==> src/rtl/instr_fetch.sv <==
// instr_fetch: instruction fetch front end.
// Holds the fetch PC and drives a combinational instruction memory.
// Each returned word is captured into a circular prefetch queue together
// with its PC. The queue head goes to decode over a valid/ready handshake.
// A redirect flushes the queue and restarts fetch at the target.
//
// Ports:
//   clk, rst_n      clock, async active-low reset
//   imem_addr       fetch PC driven to instruction memory
//   imem_instr      word at imem_addr, same cycle
//   fetch_en        capture enable (queue still drains when low)
//   redirect_valid  flush + restart at redirect_pc (word aligned internally)
//   out_valid/ready head handshake; out_instr/out_pc = head, NOP/0 when empty
//   occupancy       valid entries in the queue
module instr_fetch #(
  parameter logic [63:0] RESET_PC    = 64'h0,
  parameter int          QUEUE_DEPTH = 4
) (
  input  logic                             clk,
  input  logic                             rst_n,
  output logic [63:0]                      imem_addr,
  input  logic [31:0]                      imem_instr,
  input  logic                             fetch_en,
  input  logic                             redirect_valid,
  input  logic [63:0]                      redirect_pc,
  output logic                             out_valid,
  input  logic                             out_ready,
  output logic [31:0]                      out_instr,
  output logic [63:0]                      out_pc,
  output logic [$clog2(QUEUE_DEPTH+1)-1:0] occupancy
);

  localparam int PW = $clog2(QUEUE_DEPTH);
  localparam int CW = $clog2(QUEUE_DEPTH+1);
  localparam logic [31:0] NOP = 32'h00000013;

  typedef struct packed {
    logic [63:0] pc;
    logic [31:0] instr;
  } entry_t;

  entry_t          q [QUEUE_DEPTH];
  logic [PW-1:0]   rd_ptr, wr_ptr;
  logic [CW-1:0]   count;
  logic [63:0]     fetch_pc;
  logic            full, push, pop;

  assign full = (count == CW'(QUEUE_DEPTH));
  assign pop  = out_valid & out_ready;
  // A pop frees a slot in the same cycle, so a full queue still accepts a word.
  assign push = fetch_en & ~redirect_valid & (~full | pop);

  always_ff @(posedge clk or negedge rst_n) begin
    if (!rst_n) begin
      fetch_pc <= RESET_PC;
      rd_ptr   <= '0;
      wr_ptr   <= '0;
      count    <= '0;
    end else if (redirect_valid) begin
      // Flush wins over push/pop; a same-cycle handshake already delivered.
      fetch_pc <= {redirect_pc[63:2], 2'b00};
      rd_ptr   <= '0;
      wr_ptr   <= '0;
      count    <= '0;
    end else begin
      if (push) begin
        wr_ptr   <= wr_ptr + 1'b1;
        fetch_pc <= fetch_pc + 64'd4;
      end
      if (pop) rd_ptr <= rd_ptr + 1'b1;
      count <= count + CW'(push) - CW'(pop);
    end
  end

  // Storage needs no reset: entries are only visible below count.
  always_ff @(posedge clk) begin
    if (push) q[wr_ptr] <= '{pc: fetch_pc, instr: imem_instr};
  end

  assign imem_addr = fetch_pc;
  assign out_valid = (count != '0);
  assign out_instr = out_valid ? q[rd_ptr].instr : NOP;
  assign out_pc    = out_valid ? q[rd_ptr].pc    : 64'h0;
  assign occupancy = count;

endmodule

==> config.mk <==
export PLATFORM = sky130hd
export DESIGN_NAME = instr_fetch
export DESIGN_NICKNAME = d
export VERILOG_FILES = /design/src/rtl/instr_fetch.sv
export SDC_FILE = /design/constraint.sdc
export NUM_CORES = 1
export LEC_CHECK = 0
export BUFFER_PORTS_ARGS = -buffer_cell sky130_fd_sc_hd__buf_4
export CORE_ASPECT_RATIO = 0.5
export CORE_MARGIN = 1.5
export CORE_UTILIZATION = 44
export CTS_CLUSTER_DIAMETER = 100
export DETAILED_ROUTE_END_ITERATION = 6
export PLACE_DENSITY_LB_ADDON = 0.1
export SLEW_MARGIN = 20
export SYNTH_ARGS = -nofsm -noshare
export SYNTH_HDL_FRONTEND = slang
export SYNTH_SLANG_ARGS = --single-unit
==> constraint.sdc <==
create_clock -name clk -period 11.6 [get_ports clk]
set_input_delay 2.32 -clock clk [delete_from_list [all_inputs] [get_ports clk]]
set_output_delay 2.32 -clock clk [all_outputs]
set_load 0.05 [all_outputs]
==> results of run 1 <==
power groups by stage:
| stage | registers [mW] | clock network (mW) | logic, mW |
|---|---|---|---|
| 2_1_floorplan | 2.02 | 0 | 1.22 |
| 3_3_place_gp | 2.00 | 0 | 1.82 |
| 3_5_place_dp | 2.00 | 0 | 1.82 |
| 4_1_cts | 1.97 | 1.39 | 1.82 |
| 5_1_grt | 1.98 | 1.45 | 1.88 |
| 6_report | 1.97 | 1.36 | 1.79 |
flip-flops by register name, indices dropped and copies added, names as in the netlist:
name	count
imem_addr	62
rd_ptr	2
q	376
wr_ptr	2
occupancy	3
layout make-up:
class,count,area [um2],area share [%]
multi-input combinational,557,4961,22.52
timing repair buffer,266,1997,9.066
tap,540,675.6,3.067
sequential,445,13030,59.13
antenna,1,2.502,0.01136
clock buffer,52,1077,4.891
clock inverter,23,246.5,1.119
inverter,11,41.29,0.1875
placed cells by master (no fill, tap or decap), drive strengths merged, types with 14 or more instances in the layout:
cell type  Yosys  final
buf           22    266
clkbuf        41     52
xnor2         26     26
nand2         63     63
edfxtp       376    376
a31oi         21     21
nand3         25     25
xor2          17     17
inv           11     14
dfrtp         69     69
clkinv         0     14
mux4          94     94
or4           16     16
nor2          32     32
and2         100    100
o21ai         46     46
nand4         18     18
metrics by stage:
stage	total power, mW	std cells
6_report	5.115	1895
3_3_place_gp	3.811	1819
5_1_grt	5.315	1895
4_1_cts	5.184	1894
2_1_floorplan	3.241	1076
3_5_place_dp	3.821	1819
synth_stat cells (13+ instances only):
master	count	area [um2]
xor2_1	17	148.9
dfrtp_1	69	1727
nand3_1	24	120.1
o21ai_0	46	230.2
nor4_1	13	81.33
a31oi_1	21	131.4
and2_1	100	625.6
and3_1	13	81.33
edfxtp_1	376	11290
clkbuf_1	41	153.9
nand4_1	18	112.6
nand2_1	63	236.5
xnor2_1	26	227.7
mux4_2	94	2117
nor2_1	32	120.1
or4_1	13	97.59
per-layer routing:
layer | wire (um) | global-route usage [%]
met1 | 18110 | 26.61
met2 | 22440 | 35.55
met3 | 1762 | 3.177
met4 | 999 | 6.178
met5 | 0 | 0
cell families after synthesis:
kind of cell / after synthesis / share of synthesized area [%]
other: 1 / 0.02053
and+or+nand+nor: 321 / 9.917
xor gates and xnor gates: 43 / 2.061
muxes: 97 / 11.77
AOI/OAI and AO/OA: 84 / 2.685
DFF: 445 / 71.25
buffers and inverters: 74 / 1.712
adders and majority gates: 8 / 0.5889
worst register-to-register path, cell delays in order (launching register included):
cell and delay, ns:
dfrtp_1 0.46, nor3_1 0.87, inv_2 0.56, and2_1 0.37, ha_1 0.30, inv_1 0.06, ha_1 0.14, inv_1 0.06
fa_1 0.38, xnor2_1 0.17, nor2_1 0.05
worst max-delay path by stage:
stage                             from  slack, ns         end  cells past startpoint
after floorplan              out_ready       5.97     q[0][0]                      5
after global placement    occupancy[2]       6.26  out_pc[43]                      5
after detailed placement  occupancy[1]       6.27  out_pc[44]                      5
after CTS                 occupancy[2]       5.67  out_pc[44]                      5
after global routing      occupancy[1]       5.60  out_pc[51]                      5
final                     occupancy[1]       5.84  out_pc[61]                      5
==> impl_metrics.yaml, run 1 <==
global_routing:
  antenna_found_initial: 2
  grt_usage_pct: 20.41
  grt_max_degree: 88
  overflow: 0
  grt_pass1_wl_um: 66030
  grt_pass1_vias: 10920
sta:
  final.setup.tns_ns: 0
  final-setup-viol-count: 0
  whs_ns: 0.6000
  hold_viol_final: 0
  setup_slack_ns: 5.837
  rsz0062_at_grt: "false"
  slew_headroom_pct: 25.86
  final_max_slew_viol_count: 0
  period_share_pct: 49.68
  fin_crit_ns: 5.763
  skew_ns: 0.01763
  worstMarginPinSlew_ns: 1.104
  max_freq_mhz: 173.5
yosys:
  synth_area_per_cell_um2: 17.03
  yosys_warnings: 0
  syn_inst: 1073
  synth_cell_type_count: 45
  synth_seq_area_share_pct: 71.25
  yosys_register_bits: 445
  synth_ff_type: "edfxtp_1"
  synth-edff-count: 376
  async_reset_ff_share_pct: 15.51
  syn_area_um2: 18270
final_layout:
  utilization_pct: 54.17
  nets: 1431
  final_area_um2: 22030
  syn_to_final_growth_pct: 20.56
  nFillCells: 3324
  final_layout_size_suffix_gt1_share_pct: 32.42
cts:
  tritoncts: "done"
  cts-resized-gates: 0
  h-tree-depth: 2
  path_clk_slew_ns: 0.07
  holdBufCountCts: 0
  cts-buffers-inserted: 41
  postCtsSetupBuffers: 0
  worstSkewPairLatency_ns: 0.55
  cts_sinks: 445
  cts_buffer_depth: 3
  cts-root-buf: "clkbuf_16"
worst_setup_path:
  worstPathArrival_ns: 3.44
  crit_path_max_incr_delay_ns: 0.87
  reg2reg_from: "occupancy[1]"
  end_kind: "primary output"
  critical_path.most_common_cell: "buf_4"
  cpMaxStageDelayCell: "nor3_1"
  path_cells: "nor3_1 -> inv_2 -> buf_4 -> and2_1 -> buf_4"
  start_kind: "flip-flop"
  cp_num_buf_inv: 3
  crit_fanout: 62
  regToRegEndpoint: "occupancy[2]"
  reg2regPathDepth: 10
  required_ns: 9.28
  regToRegSetupSlack_ns: 8.03
  critical-path-top-delay-family: "buffers and inverters"
  critPathKind: "flip-flop to primary output"
placement:
  hpwl_um: 25580
  dp_slack_ns: 6.272
  postPlaceCellArea_um2: 20700
  port-buffer-count: 258
  place_congestion: 0.7625
die:
  initial_core_util_pct: 44.93
  core_area_um2: 40660
  ios: 265
  rows: 52
  dieArea_um2: 42830
  dieWidth_um: 291.2
  dieHeight_um: 147.1
detailed_routing:
  dr.pass1.iters: 4
  ant_nets: 0
  avgViaCountPerCell: 5.512
  num_vias: 10450
  wl_per_cell_um: 22.86
  drcViolationCount: 0
  drt_wl_total_um: 43310
  drt-initial-drc-count: 749
run:
  max_cap_viol_count: 0
power:
  intPower_mw: 3.227
  cellPowerDensity_nw_per_um2: 232.2
  p_sw_mw: 1.888
  comb_power_share_pct: 34.9
  ir_drop_uv: 145.4
  pwr-share-clk_pct: 26.6
  leakage_nw: 7.634
  switching_share_pct: 36.92
  seqPwrFrac_pct: 38.4
min_path:
  min_path_cells: 2
  hold_end: "wr_ptr[1]"
  min_from: "wr_ptr[1]"
  hold_class: "flip-flop to flip-flop"
run_status:
  outcome: "finished, final reports clean"
No activity file was read; power rests on OpenSTA's default activity.
==> inputs of run 2 (changes only) <==
clock period = 5.86 ns   (was 11.6 ns; I/O delays follow)
==> run 2 against run 1 <==
  * Register-to-register slack worse by 5.5 ns
  * Flip-flop and latch count is the same
  * Via count about the same
  * Utilization up 0.31 points
  * Wire length about the same
  * Hold slack worse by 0.016 ns
  * Power rose by 100%
  * Critical path depth did not move
  * Die area stayed put
  * Clock power grew 110%
  * Global-route usage down 0.054 points
  * Setup slack lost 4.5 ns
  * Largest cell class unchanged
==> impl_metrics.yaml, run 2 (synthesized netlist as in run 1, its figures left out) <==
min_path:
  hold_class: "flip-flop to flip-flop"
  hold_end: "wr_ptr[1]"
  min_from: "wr_ptr[1]"
  min_path_cells: 2
final_layout:
  regMostFlops: "q"
  final_layout_size_suffix_gt1_share_pct: 32.40
  n_antenna_cell: 0
  syn_to_final_growth_pct: 21.26
  largest_register_ffs: 376
  nets: 1434
  final_common_cell: "edfxtp_1"
  final_cell_mix: "376 x edfxtp_1, 268 x buf_4, 96 x and2_1, 94 x mux4_2, 67 x dfrtp_1"
detailed_routing:
  drt_wl_total_um: 43330
  dr.pass1.iters: 5
  drcViolationCount: 0
  drt-initial-drc-count: 597
  avgViaCountPerCell: 5.509
  ant_nets: 0
  num_vias: 10440
  wl_per_cell_um: 22.87
power:
  pwr-share-clk_pct: 27.8
  intPower_mw: 6.590
  switching_share_pct: 35.98
  seqPwrFrac_pct: 37.6
  comb_power_share_pct: 34.6
  p_sw_mw: 3.703
  ir_drop_uv: 210.5
  leakage_nw: 7.689
  cellPowerDensity_nw_per_um2: 464.6
run:
  max_cap_viol_count: 0
die:
  ios: 265
  dieWidth_um: 291.2
  dieArea_um2: 42830
  dieHeight_um: 147.1
  core_area_um2: 40660
  rows: 52
  initial_core_util_pct: 44.93
sta:
  setup_slack_ns: 1.310
  worstMarginPinSlew_ns: 1.101
  fin_crit_ns: 4.550
  final_max_slew_viol_count: 0
  period_share_pct: 77.64
  final-setup-viol-count: 0
  skew_ns: 0.01021
  hold_viol_final: 0
  final.setup.tns_ns: 0
  max_freq_mhz: 219.8
  slew_headroom_pct: 26.05
  rsz0062_at_grt: "false"
cts:
  cts_buffer_depth: 3
  holdBufCountCts: 0
  h-tree-depth: 2
  postCtsSetupBuffers: 0
  path_clk_slew_ns: 0.07
  cts-root-buf: "clkbuf_16"
  cts-resized-gates: 0
  cts-buffers-inserted: 41
  worstSkewPairLatency_ns: 0.53
  tritoncts: "done"
  cts_sinks: 445
global_routing:
  grt_pass1_wl_um: 65410
  grt_max_degree: 87
  overflow: 0
  antenna_found_initial: 0
  grt_pass1_vias: 10790
  grt_usage_pct: 20.35
worst_setup_path:
  required_ns: 4.69
  critPathKind: "flip-flop to primary output"
  regToRegSetupSlack_ns: 2.50
  worstPathArrival_ns: 3.38
  end_kind: "primary output"
  regToRegEndpoint: "occupancy[2]"
  start_kind: "flip-flop"
  reg2regPathDepth: 10
  critPathLaunch: "occupancy[2]"
  reg2reg_from: "occupancy[2]"
  crit_fanout: 72
placement:
  hpwl_um: 26160
  port-buffer-count: 258
  dp_slack_ns: 1.797
  place_congestion: 0.7472
run_status:
  outcome: "finished, final reports clean"
==> run 2: cell count changes in the layout (fill, tap and decap cells not counted), sizes merged <==
cell    change
diode       -1
inv         -3
bufinv      +4
clkinv      -4
buf         +3
clkbuf      +1
==> run 2: worst max-delay path by stage <==
stage	to	slack, ns	cells past startpoint
2_1_floorplan	q[0][0]	1.38	5
3_3_place_gp	out_pc[51]	1.81	5
5_1_grt	out_pc[51]	1.09	5
3_5_place_dp	out_pc[51]	1.80	5
4_1_cts	out_pc[51]	1.21	5
6_report	out_pc[44]	1.31	5
==> run 2: worst max-delay path, cell delays in order (launching register included) <==
cell and delay [ns]:
dfrtp_1 0.43, nor3_1 0.89, inv_2 0.41, buf_4 0.44
and2_1 0.32, buf_4 0.20
==> run 2: final cells by class <==
cell class | instances | area, um2
fillers | 3329 | 18510
inverters | 11 | 41.29
flip-flops and latches | 445 | 13030
well taps | 540 | 675.6
multi-input cells | 557 | 4961
clock inverters | 20 | 317.8
clock buffers | 53 | 1101
repair buffers | 269 | 2032
==> run 2: power groups by stage <==
stage                     clock, mW  sequential [mW]  combinational (mW)
after floorplan                   0             3.99                2.42
after global placement            0             3.92                3.62
after CTS                      2.92             3.87                3.64
after detailed placement          0             3.94                3.63
final                          2.87             3.87                3.56
after global routing           3.05             3.90                3.74
==> run 2: stage by stage <==
stage / instance area, um2 / hold slack [ns] / power [mW] / util (%) / instances
2_1_floorplan: 18280 / 0.5425 / 6.416 / - / 1076
3_3_place_gp: 20730 / 0.5541 / 7.543 / 50.99 / 1822
3_5_place_dp: 20730 / 0.5774 / 7.567 / 50.99 / 1822
4_1_cts: 22150 / 0.5867 / 10.43 / 54.48 / 1895
5_1_grt: 22150 / 0.6352 / 10.69 / 54.48 / 1895
6_report: 22150 / 0.5845 / 10.29 / 54.48 / 1895
==> run 2: routing by layer <==
metal	track usage, %	wire, um	part of all wire, %	up-vias
met5	0	0	0	-
met4	4.319	698	1.6	0
met3	3.328	1976	4.6	51
met2	36.19	22790	53	243
met1	26.52	17870	41	5470
li1	-	-	-	4675
==> inputs of run 3 (changes only) <==
clock period = 4.3 ns   (was 5.86 ns; I/O delays follow)
==> run 3 against run 2 <==
  * Clock skew increased by 0.010 ns
  * Clock power increased by 23%
  * Non-clock buffer count grew 9
  * Register-to-register slack lost 1.6 ns
  * Critical path depth unchanged
  * Utilization shrank 0.065 points
  * Critical path type unchanged
  * Largest cell class unchanged
  * Highest routed layer unchanged
==> impl_metrics.yaml, run 3 (synthesized netlist as in run 1, its figures left out) <==
die:
  dieArea_um2: 42830
  dieWidth_um: 291.2
  initial_core_util_pct: 44.93
  dieHeight_um: 147.1
  ios: 265
  rows: 52
  core_area_um2: 40660
placement:
  port-buffer-count: 258
  dp.cells: 1831
  dp_slack_ns: 0.7991
  place_congestion: 0.7515
  hpwl_um: 26970
worst_setup_path:
  end_kind: "primary output"
  start_kind: "flip-flop"
  reg2reg_from: "occupancy[1]"
  critPathLaunch: "occupancy[1]"
  required_ns: 3.44
  critPathKind: "flip-flop to primary output"
  worstPathArrival_ns: 3.13
  crit_fanout: 36
final_layout:
  instances_no_fill: 1905
  regMostFlops: "q"
  nets: 1442
  nFillCells: 3283
  final_common_cell: "edfxtp_1"
  syn_to_final_growth_pct: 21.11
  final_layout_size_suffix_gt1_share_pct: 32.67
  largest_register_ffs: 376
  final_cell_mix: "376 x edfxtp_1, 274 x buf_4, 96 x and2_1, 94 x mux4_2, 67 x dfrtp_1"
  n_antenna_cell: 0
cts:
  cts-resized-gates: 0
  postCtsSetupBuffers: 0
  path_clk_slew_ns: 0.07
  worstSkewPairLatency_ns: 0.55
  cts-buffers-inserted: 40
  cts_sinks: 445
  cts-root-buf: "clkbuf_16"
  h-tree-depth: 2
  holdBufCountCts: 0
  cts_buffer_depth: 3
  tritoncts: "done"
detailed_routing:
  num_vias: 10410
  dr.pass1.iters: 5
  avgViaCountPerCell: 5.464
  drcViolationCount: 0
  drt-initial-drc-count: 681
  drt_wl_total_um: 43500
  wl_per_cell_um: 22.83
  ant_nets: 0
run:
  max_cap_viol_count: 0
global_routing:
  grt_usage_pct: 20.48
  antenna_found_initial: 0
  grt_pass1_wl_um: 65900
  grt_pass1_vias: 10840
  grt_max_degree: 87
  overflow: 0
power:
  total_power_mw: 13.71
  leakage_nw: 7.686
  cellPowerDensity_nw_per_um2: 619.8
  ir_drop_uv: 336.7
sta:
  final_max_slew_viol_count: 0
  hold_viol_final: 0
  worstMarginPinSlew_ns: 1.053
  skew_ns: 0.02027
  final-setup-viol-count: 0
  slew_headroom_pct: 28.78
  final.setup.tns_ns: 0
  rsz0062_at_grt: "false"
  setup_slack_ns: 0.3064
  fin_crit_ns: 3.994
  period_share_pct: 92.87
  max_freq_mhz: 250.4
run_status:
  outcome: "finished, final reports clean"
min_path:
  hold_class: "input port to async pin"
run 3: changes by cell type in the layout (fill, tap and decap cells not counted):
| cell | before | now |
|---|---|---|
| clkbuf_1 | 9 | 13 |
| clkbuf_8 | 3 | 4 |
| clkinvlp_4 | 1 | 0 |
| buf_4 | 268 | 274 |
| nor3_1 | 6 | 5 |
| clkinv_2 | 2 | 3 |
| buf_12 | 1 | 4 |
| inv_6 | 0 | 2 |
| nor3_2 | 0 | 1 |
| bufinv_16 | 9 | 3 |
run 3: metrics by stage:
stage | hold WS (ns) | util (%) | cell area [um2]
detailed placement | 0.5665 | 51.25 | 20840
CTS | 0.4807 | 54.40 | 22120
global placement | 0.5577 | 51.25 | 20840
finish | 0.4638 | 54.42 | 22130
global route | 0.4835 | 54.42 | 22130
floorplan | 0.5425 | - | 18280
run 3: report_power, final:
group,switching (mW),internal (mW),total (mW),leakage [nW]
Sequential,0.278,4.97,5.25,4.24
Clock,1.53,2.01,3.54,0.625
Combinational,3.23,1.69,4.92,2.83
run 3: per-layer routing:
layer / share of wire, % / global-route usage [%] / up-vias / wire length, um
met5: 0 / 0 / - / 0
met4: 1.9 / 4.869 / 0 / 840
met3: 4.5 / 3.268 / 59 / 1949
met2: 52 / 35.12 / 233 / 22470
met1: 42 / 27.70 / 5412 / 18240
li1: - / - / 4705 / -
run 3: cell type report:
| class | instances | area (um2) | area share, % |
|---|---|---|---|
| clock buffers | 58 | 1130 | 5.106 |
| inverters | 11 | 41.29 | 0.1866 |
| multi-input cells | 557 | 4966 | 22.44 |
| flip-flops and latches | 445 | 13030 | 58.86 |
| clock inverters | 16 | 152.6 | 0.6898 |
| repair buffers | 278 | 2137 | 9.658 |
| well taps | 540 | 675.6 | 3.053 |
run 3: final timing paths:
kind	cells after the start	to	slack (ns)
worst max-delay path	5	out_pc[61]	0.31
worst min-delay path	1	imem_addr[55]	0.46
worst max register to register	10	occupancy[2]	0.94
worst min register to register	2	wr_ptr[1]	0.58
max in group asynchronous	1	rd_ptr[1]	3.05
min in group clk	1	q[2][15]	0.51
run 3: critical path, stage by stage (launching register included):
cell and delay, ns:
dfrtp_1 0.46, nor3_1 0.80, inv_2 0.47, buf_4 0.40, and2_1 0.23, buf_4 0.19
